$ cat config.mk
export PLATFORM = sky130hd
export DESIGN_NAME = pc_gen_flat
export DESIGN_NICKNAME = d
export VERILOG_FILES = /design/src/rtl/pc_gen_pkg.sv /design/src/rtl/pc_gen_if.sv /design/src/rtl/pc_gen_btb.sv /design/src/rtl/pc_gen.sv /design/src/flat_wrapper.sv
export SDC_FILE = /design/constraint.sdc
export NUM_CORES = 1
export LEC_CHECK = 0
export ABC_CLOCK_PERIOD_IN_PS = 6000
export BUFFER_PORTS_ARGS = -buffer_cell sky130_fd_sc_hd__buf_4
export CAP_MARGIN = 30
export CORE_ASPECT_RATIO = 0.7
export CORE_MARGIN = 3
export CORE_UTILIZATION = 45
export DETAILED_ROUTE_END_ITERATION = 8
export PLACE_DENSITY = 0.87
export SETUP_SLACK_MARGIN = 0.4
export SLEW_MARGIN = 10
export SYNTH_ARGS = -nofsm -noshare
export SYNTH_HDL_FRONTEND = slang
export SYNTH_SLANG_ARGS = --single-unit
$ cat constraint.sdc
create_clock -name clk_in -period 6 [get_ports clk_in]
set_clock_uncertainty 0.2 [all_clocks]
set_input_delay 1.2 -clock clk_in [delete_from_list [all_inputs] [get_ports clk_in]]
set_output_delay 1.2 -clock clk_in [all_outputs]
set_load 0.01 [all_outputs]
$ cat src/rtl/pc_gen_pkg.sv
// Shared types and width helpers for the fetch-PC generator.
package pc_gen_pkg;

    typedef enum logic {
        ST_BOOT = 1'b0,
        ST_RUN  = 1'b1
    } pc_state_e;

    // Redirect bubble length is limited to 0..7.
    localparam int BUB_W = 3;

    function automatic int btb_idx_w(input int depth);
        return $clog2(depth);
    endfunction

    function automatic int btb_tag_w(input int xlen, input int depth);
        return xlen - $clog2(depth) - 2;
    endfunction

endpackage

$ cat src/rtl/pc_gen_if.sv
// Handshake/bus bundle between EX, stall control, IF and the fetch-PC generator.
interface pc_gen_if #(
    parameter int XLEN    = 32,
    parameter int STALL_W = 6
);
    logic               rdy_in;
    logic [STALL_W-1:0] stall_in;
    logic               ex_redirect_in;
    logic [XLEN-1:0]    ex_redirect_addr_in;
    logic               ex_upd_in;
    logic [XLEN-1:0]    ex_upd_pc_in;
    logic               ex_upd_taken_in;
    logic [XLEN-1:0]    ex_upd_target_in;
    logic               if_ready_in;
    logic [XLEN-1:0]    pc_out;
    logic               pc_valid_out;
    logic               pred_taken_out;
    logic [XLEN-1:0]    pred_target_out;

    modport master (
        output rdy_in, stall_in, ex_redirect_in, ex_redirect_addr_in,
               ex_upd_in, ex_upd_pc_in, ex_upd_taken_in, ex_upd_target_in,
               if_ready_in,
        input  pc_out, pc_valid_out, pred_taken_out, pred_target_out
    );

    modport slave (
        input  rdy_in, stall_in, ex_redirect_in, ex_redirect_addr_in,
               ex_upd_in, ex_upd_pc_in, ex_upd_taken_in, ex_upd_target_in,
               if_ready_in,
        output pc_out, pc_valid_out, pred_taken_out, pred_target_out
    );
endinterface

$ cat src/rtl/pc_gen_btb.sv
// Direct-mapped branch target buffer: combinational lookup, update on EX resolve.
module pc_gen_btb
    import pc_gen_pkg::*;
#(
    parameter int XLEN  = 32,
    parameter int DEPTH = 16
) (
    input  logic            clk_i,
    input  logic            rst_i,
    input  logic            en_i,
    input  logic [XLEN-1:0] lk_pc_i,
    output logic            hit_o,
    output logic [XLEN-1:0] lk_tgt_o,
    input  logic            upd_i,
    input  logic [XLEN-1:0] upd_pc_i,
    input  logic            upd_taken_i,
    input  logic [XLEN-1:0] upd_tgt_i
);
    localparam int IDX_W = btb_idx_w(DEPTH);
    localparam int TAG_W = btb_tag_w(XLEN, DEPTH);

    logic [DEPTH-1:0] valid_q;
    logic [TAG_W-1:0] tag_q [DEPTH];
    logic [XLEN-1:0]  tgt_q [DEPTH];

    logic [IDX_W-1:0] lk_idx, upd_idx;
    logic [TAG_W-1:0] lk_tag, upd_tag;
    logic             upd_hit;

    assign lk_idx  = lk_pc_i[IDX_W+1:2];
    assign lk_tag  = lk_pc_i[XLEN-1:IDX_W+2];
    assign upd_idx = upd_pc_i[IDX_W+1:2];
    assign upd_tag = upd_pc_i[XLEN-1:IDX_W+2];

    assign hit_o    = valid_q[lk_idx] && (tag_q[lk_idx] == lk_tag);
    assign lk_tgt_o = tgt_q[lk_idx];
    assign upd_hit  = valid_q[upd_idx] && (tag_q[upd_idx] == upd_tag);

    // Lookup reads the registered arrays, so a same-cycle update is seen next cycle.
    always_ff @(posedge clk_i or posedge rst_i) begin
        if (rst_i) begin
            valid_q <= '0;
        end else if (en_i && upd_i) begin
            if (upd_taken_i)
                valid_q[upd_idx] <= 1'b1;
            else if (upd_hit)
                valid_q[upd_idx] <= 1'b0;
        end
    end

    always_ff @(posedge clk_i) begin
        if (en_i && upd_i && upd_taken_i) begin
            tag_q[upd_idx] <= upd_tag;
            tgt_q[upd_idx] <= upd_tgt_i;
        end
    end

    logic unused_sig;
    assign unused_sig = ^{lk_pc_i[1:0], upd_pc_i[1:0]};

endmodule

$ cat src/rtl/pc_gen.sv
// Fetch-PC generator with redirect bubble, rdy freeze and valid/ready toward IF.
// Optional BTB prediction is built when PC_BTB_EN is defined.
module pc_gen
    import pc_gen_pkg::*;
#(
    parameter int              XLEN      = 32,
    parameter logic [XLEN-1:0] RESET_VEC = '0,
    parameter int              FETCH_INC = 4,
    parameter int              STALL_W   = 6,
    parameter int              REDIR_BUB = 0,
    parameter int              BTB_DEPTH = 16
) (
    input  logic   clk_in,
    input  logic   rst_in,
    pc_gen_if.slave bus
);
    localparam logic [BUB_W-1:0] BUB_LD = BUB_W'(REDIR_BUB);

    pc_state_e        state_q;
    logic [XLEN-1:0]  pc_q;
    logic [BUB_W-1:0] cnt_q;
    logic             valid_q;

    logic [XLEN-1:0]  seq_pc;
    logic             pred_taken;
    logic [XLEN-1:0]  pred_target;
    logic             advance;

    assign seq_pc = pc_q + XLEN'(FETCH_INC);

`ifdef PC_BTB_EN
    logic            btb_hit;
    logic [XLEN-1:0] btb_tgt;

    pc_gen_btb #(
        .XLEN  (XLEN),
        .DEPTH (BTB_DEPTH)
    ) u_btb (
        .clk_i       (clk_in),
        .rst_i       (rst_in),
        .en_i        (bus.rdy_in),
        .lk_pc_i     (pc_q),
        .hit_o       (btb_hit),
        .lk_tgt_o    (btb_tgt),
        .upd_i       (bus.ex_upd_in),
        .upd_pc_i    (bus.ex_upd_pc_in),
        .upd_taken_i (bus.ex_upd_taken_in),
        .upd_tgt_i   (bus.ex_upd_target_in)
    );

    assign pred_taken  = btb_hit;
    assign pred_target = btb_hit ? btb_tgt : seq_pc;
`else
    assign pred_taken  = 1'b0;
    assign pred_target = seq_pc;

    logic unused_upd;
    assign unused_upd = ^{bus.ex_upd_in, bus.ex_upd_pc_in,
                          bus.ex_upd_taken_in, bus.ex_upd_target_in};
`endif

    assign advance = (state_q == ST_RUN) && valid_q && bus.if_ready_in && !bus.stall_in[0];

    // valid_q is the registered form of (RUN && bubble count == 0).
    always_ff @(posedge clk_in or posedge rst_in) begin
        if (rst_in) begin
            state_q <= ST_BOOT;
            pc_q    <= RESET_VEC;
            cnt_q   <= '0;
            valid_q <= 1'b0;
        end else if (bus.rdy_in) begin
            state_q <= ST_RUN;
            if (bus.ex_redirect_in) begin
                pc_q    <= {bus.ex_redirect_addr_in[XLEN-1:2], 2'b00};
                cnt_q   <= BUB_LD;
                valid_q <= (BUB_LD == '0);
            end else begin
                if (advance)
                    pc_q <= pred_target;
                if (cnt_q != '0) begin
                    cnt_q   <= cnt_q - 1'b1;
                    valid_q <= (cnt_q == BUB_W'(1));
                end else begin
                    valid_q <= 1'b1;
                end
            end
        end
    end

    assign bus.pc_out          = pc_q;
    assign bus.pc_valid_out    = valid_q;
    assign bus.pred_taken_out  = pred_taken;
    assign bus.pred_target_out = pred_target;

    logic unused_stall;
    assign unused_stall = ^bus.stall_in;

endmodule

$ cat src/flat_wrapper.sv
// flat-port wrapper written by rule: the top's interface ports become plain ports
module pc_gen_flat import pc_gen_pkg::*;
#(
    parameter int              XLEN      = 32,
    parameter logic [XLEN-1:0] RESET_VEC = '0,
    parameter int              FETCH_INC = 4,
    parameter int              STALL_W   = 6,
    parameter int              REDIR_BUB = 0,
    parameter int              BTB_DEPTH = 16
)
  (clk_in, rst_in, bus_rdy_in, bus_stall_in, bus_ex_redirect_in, bus_ex_redirect_addr_in, bus_ex_upd_in, bus_ex_upd_pc_in, bus_ex_upd_taken_in, bus_ex_upd_target_in, bus_if_ready_in, bus_pc_out, bus_pc_valid_out, bus_pred_taken_out, bus_pred_target_out);
  pc_gen_if #(.XLEN(XLEN), .STALL_W(STALL_W)) bus_i ();
  input  logic clk_in;
  input  logic rst_in;
  input wire logic [$bits(bus_i.rdy_in)-1:0] bus_rdy_in;
  input wire logic [$bits(bus_i.stall_in)-1:0] bus_stall_in;
  input wire logic [$bits(bus_i.ex_redirect_in)-1:0] bus_ex_redirect_in;
  input wire logic [$bits(bus_i.ex_redirect_addr_in)-1:0] bus_ex_redirect_addr_in;
  input wire logic [$bits(bus_i.ex_upd_in)-1:0] bus_ex_upd_in;
  input wire logic [$bits(bus_i.ex_upd_pc_in)-1:0] bus_ex_upd_pc_in;
  input wire logic [$bits(bus_i.ex_upd_taken_in)-1:0] bus_ex_upd_taken_in;
  input wire logic [$bits(bus_i.ex_upd_target_in)-1:0] bus_ex_upd_target_in;
  input wire logic [$bits(bus_i.if_ready_in)-1:0] bus_if_ready_in;
  output wire logic [$bits(bus_i.pc_out)-1:0] bus_pc_out;
  output wire logic [$bits(bus_i.pc_valid_out)-1:0] bus_pc_valid_out;
  output wire logic [$bits(bus_i.pred_taken_out)-1:0] bus_pred_taken_out;
  output wire logic [$bits(bus_i.pred_target_out)-1:0] bus_pred_target_out;
  assign bus_i.rdy_in = bus_rdy_in;
  assign bus_i.stall_in = bus_stall_in;
  assign bus_i.ex_redirect_in = bus_ex_redirect_in;
  assign bus_i.ex_redirect_addr_in = bus_ex_redirect_addr_in;
  assign bus_i.ex_upd_in = bus_ex_upd_in;
  assign bus_i.ex_upd_pc_in = bus_ex_upd_pc_in;
  assign bus_i.ex_upd_taken_in = bus_ex_upd_taken_in;
  assign bus_i.ex_upd_target_in = bus_ex_upd_target_in;
  assign bus_i.if_ready_in = bus_if_ready_in;
  assign bus_pc_out = bus_i.pc_out;
  assign bus_pc_valid_out = bus_i.pc_valid_out;
  assign bus_pred_taken_out = bus_i.pred_taken_out;
  assign bus_pred_target_out = bus_i.pred_target_out;
  pc_gen #(.XLEN(XLEN), .RESET_VEC(RESET_VEC), .FETCH_INC(FETCH_INC), .STALL_W(STALL_W), .REDIR_BUB(REDIR_BUB), .BTB_DEPTH(BTB_DEPTH)) u_core (.clk_in(clk_in), .rst_in(rst_in), .bus(bus_i));
endmodule
==> qor.txt <==
Sequential share of the synthesized area - 0.341
Reg2Reg Depth - 6
Num Clock Sinks - 35
Clock power share - 0.258
Layout cells sized above 1 - 0.302
Root buffer cell - clkbuf_8
P_int - 565 uW
Ys flop type - dfrtp_1
Power per cell area - 256 mW/mm^2
Antenna viol nets, final - 0
Post-DP HPWL - 5460 um
Power share of the sequential group - 0.391
Synth top area share - 0.341
Sw Ratio - 0.352
Post-Place Cells - 455
Crit end category - output pin
# DRC - 0
Register clock-pin slew on the reported worst setup and hold paths - 0.07 ns
Maximum fanout along the worst path - 10
WP data arrival - 2.41 ns
Non-Filler Instances - 463
Commonest cells post-synth - dfrtp_1, nor2_1, o21ai_0
Critical Path RT - 4.60 ns
Worst Hold Endpoint - u_core.state_q
Fmax - 0.263 GHz
Initial antenna violation count - 0
Leak pwr - 0.00156 uW
R2R setup slack - 3.60 ns
Global-route wire length before repair - 12000 um
GRT Overall Usage - 0.222
RSZ-0062 raised after global routing - no
Max Root-Sink Buffers - 2
WL/cell - 16.1 um
Peak supply drop - 0.127 mV
Max Slew Vio Count - 0
Setup Buffers After CTS - 0
Max_cap viols - 0
Final count of negative-setup-slack endpoints - 0
Netlist cell types - 49
Synth Cell Area - 0.00257 sq mm
Vias - 2655
Worst R2R Start - u_core.bus.pc_out[2]
Psw - 307 uW
PortBufs - 96
Diodes inserted - 0
H-tree levels - 2
Top cells by area, synth - dfrtp_1, xnor2_1, o21ai_0
Status - finished, final reports clean
Clock Latency Late Sink - 0.29 ns
Leading area contributor after synthesis - dfrtp_1
Drt first pass iters - 5
Num CTS Buffers - 5
Worst setup SP type - flip-flop
Crit Path Category - reg -> out
Hold_sp - u_core.state_q
Worst hold slack - 0.282 ns
Routability cong. - 0.828
Die Wd - 96.3 um
Total Wirelength - 7460 um
Post-synth ARST share - 1.00
EDFF count, synth - 0
Layout area overhead - 32.7%
Initial detailed-routing violation count - 235
Nets - 503
Vias in the first global route - 2462
Die height - 69.2 um
Worst Hold Class - reg -> reg
Critical R2R Capture - u_core.bus.pc_out[16]
Syn Inst Count - 307
Largest net degree at the start of global routing - 56
Logic pwr share - 0.351
Worst slew pin tran - 0.893 ns
CTS resizes - 0
CTS tree - done
Starting Density - 0.478
Final hold violations - 0
Hold-fix buffers at CTS - 0
Worst slew margin - 0.404
Rows - 22
Synthesized area per cell - 8.36 sq um
Hold Path Depth - 1
Die area - 0.00666 sq mm
#FFs+latches synth - 35
Tmin final - 3.81 ns
CORE AREA - 0.00537 sq mm
TNS Setup - 0 ns
DR vias/cell - 5.73
Yosys warns - 0
Most frequent cell after synthesis - dfrtp_1
Io pins - 175
Fin crit share - 0.635
CP startpoint - u_core.bus.pc_out[9]
Total gr overflow - 0
==> per-stage QoR <==
stage	power, uW	instance area (sq um)	worst slack (ns)	utilization
floorplan	493	2580	2.87	-
global placement	639	3290	2.61	0.613
detailed placement	650	3290	2.54	0.613
CTS	872	3410	2.21	0.634
global route	922	3410	2.03	0.634
finish	871	3410	2.19	0.634
==> logic make-up (layout without fill, tap and decap cells) <==
logic type,Yosys count,count (layout),share of synthesized area
AOI/OAI and AO/OA,86,86,0.210
xor gates and xnor gates,28,28,0.0956
adders and majority gates,4,4,0.0195
buffers and inverters,34,114,0.0595
DFF,35,35,0.341
muxes,5,5,0.0195
other,1,5,0.00146
and+or+nand+nor,114,114,0.253
==> critical path: stages (launching register included) <==
cell	delay, ns
dfrtp_1	0.58
nand4_4	0.24
nor3_1	0.45
nand3_1	0.25
nor2_1	0.28
xor2_1	0.18
buf_4	0.14
==> area by class of cell <==
type / instances / area, sq um
Multi-Input combinational cell: 242 / 1560
Clock buffer: 6 / 82.6
Tap cell: 72 / 90.1
Inverter: 8 / 30.0
Timing Repair Buffer: 98 / 736
Fill cell: 457 / 1960
Sequential cell: 35 / 876
Clock inverter: 2 / 35.0
==> cells in the final DEF, fill, tap and decap left out, types with 2 or more instances in the layout <==
master	instances
a22oi_1	7
a32oi_1	2
nand3_1	19
dfrtp_1	35
or4_1	2
nand4_1	10
a31oi_1	2
o21ai_0	26
and4_1	2
and3_2	2
a21oi_1	17
clkbuf_8	6
a2bb2oi_1	7
xnor2_1	17
xor2_1	11
o22a_1	2
nor2_1	26
mux2i_1	5
conb_1	5
and3_1	8
o21a_1	6
nand2_1	25
nor4_4	2
nor3_1	5
buf_4	98
inv_1	8
o2bb2ai_1	2
o22ai_1	10
o211ai_1	2
ha_1	4
==> flip-flops by register name (all words and copies together), names as in the netlist <==
name	count
u_core.bus.pc_valid_out	1
u_core.bus.pc_out	30
u_core.state_q	1
u_core.cnt_q	3
==> routing by layer <==
metal,vias to the layer above,part of all wire,routed length [um],global-route usage
met2,131,0.46,3420,0.336
met3,10,0.093,694,0.0412
met4,0,0.0087,65,0.0410
li1,1271,-,-,-
met5,-,0,0,0
met1,1243,0.44,3270,0.332
==> worst max-delay path by stage <==
stage | endpoint | depth (start not counted)
final | bus_pred_target_out[29] | 6
after global routing | bus_pred_target_out[29] | 6
after CTS | bus_pred_target_out[29] | 6
after detailed placement | bus_pred_target_out[29] | 6
after global placement | bus_pred_target_out[29] | 6
after floorplan | bus_pred_target_out[23] | 5
==> power by group through the flow <==
stage	Clock, uW	Sequential [uW]	Combinational, uW
2_1_floorplan	0	337	156
3_3_place_gp	0	339	300
3_5_place_dp	0	343	307
4_1_cts	225	339	308
5_1_grt	239	348	335
6_report	225	340	306
(Power assumes the default switching activity.)
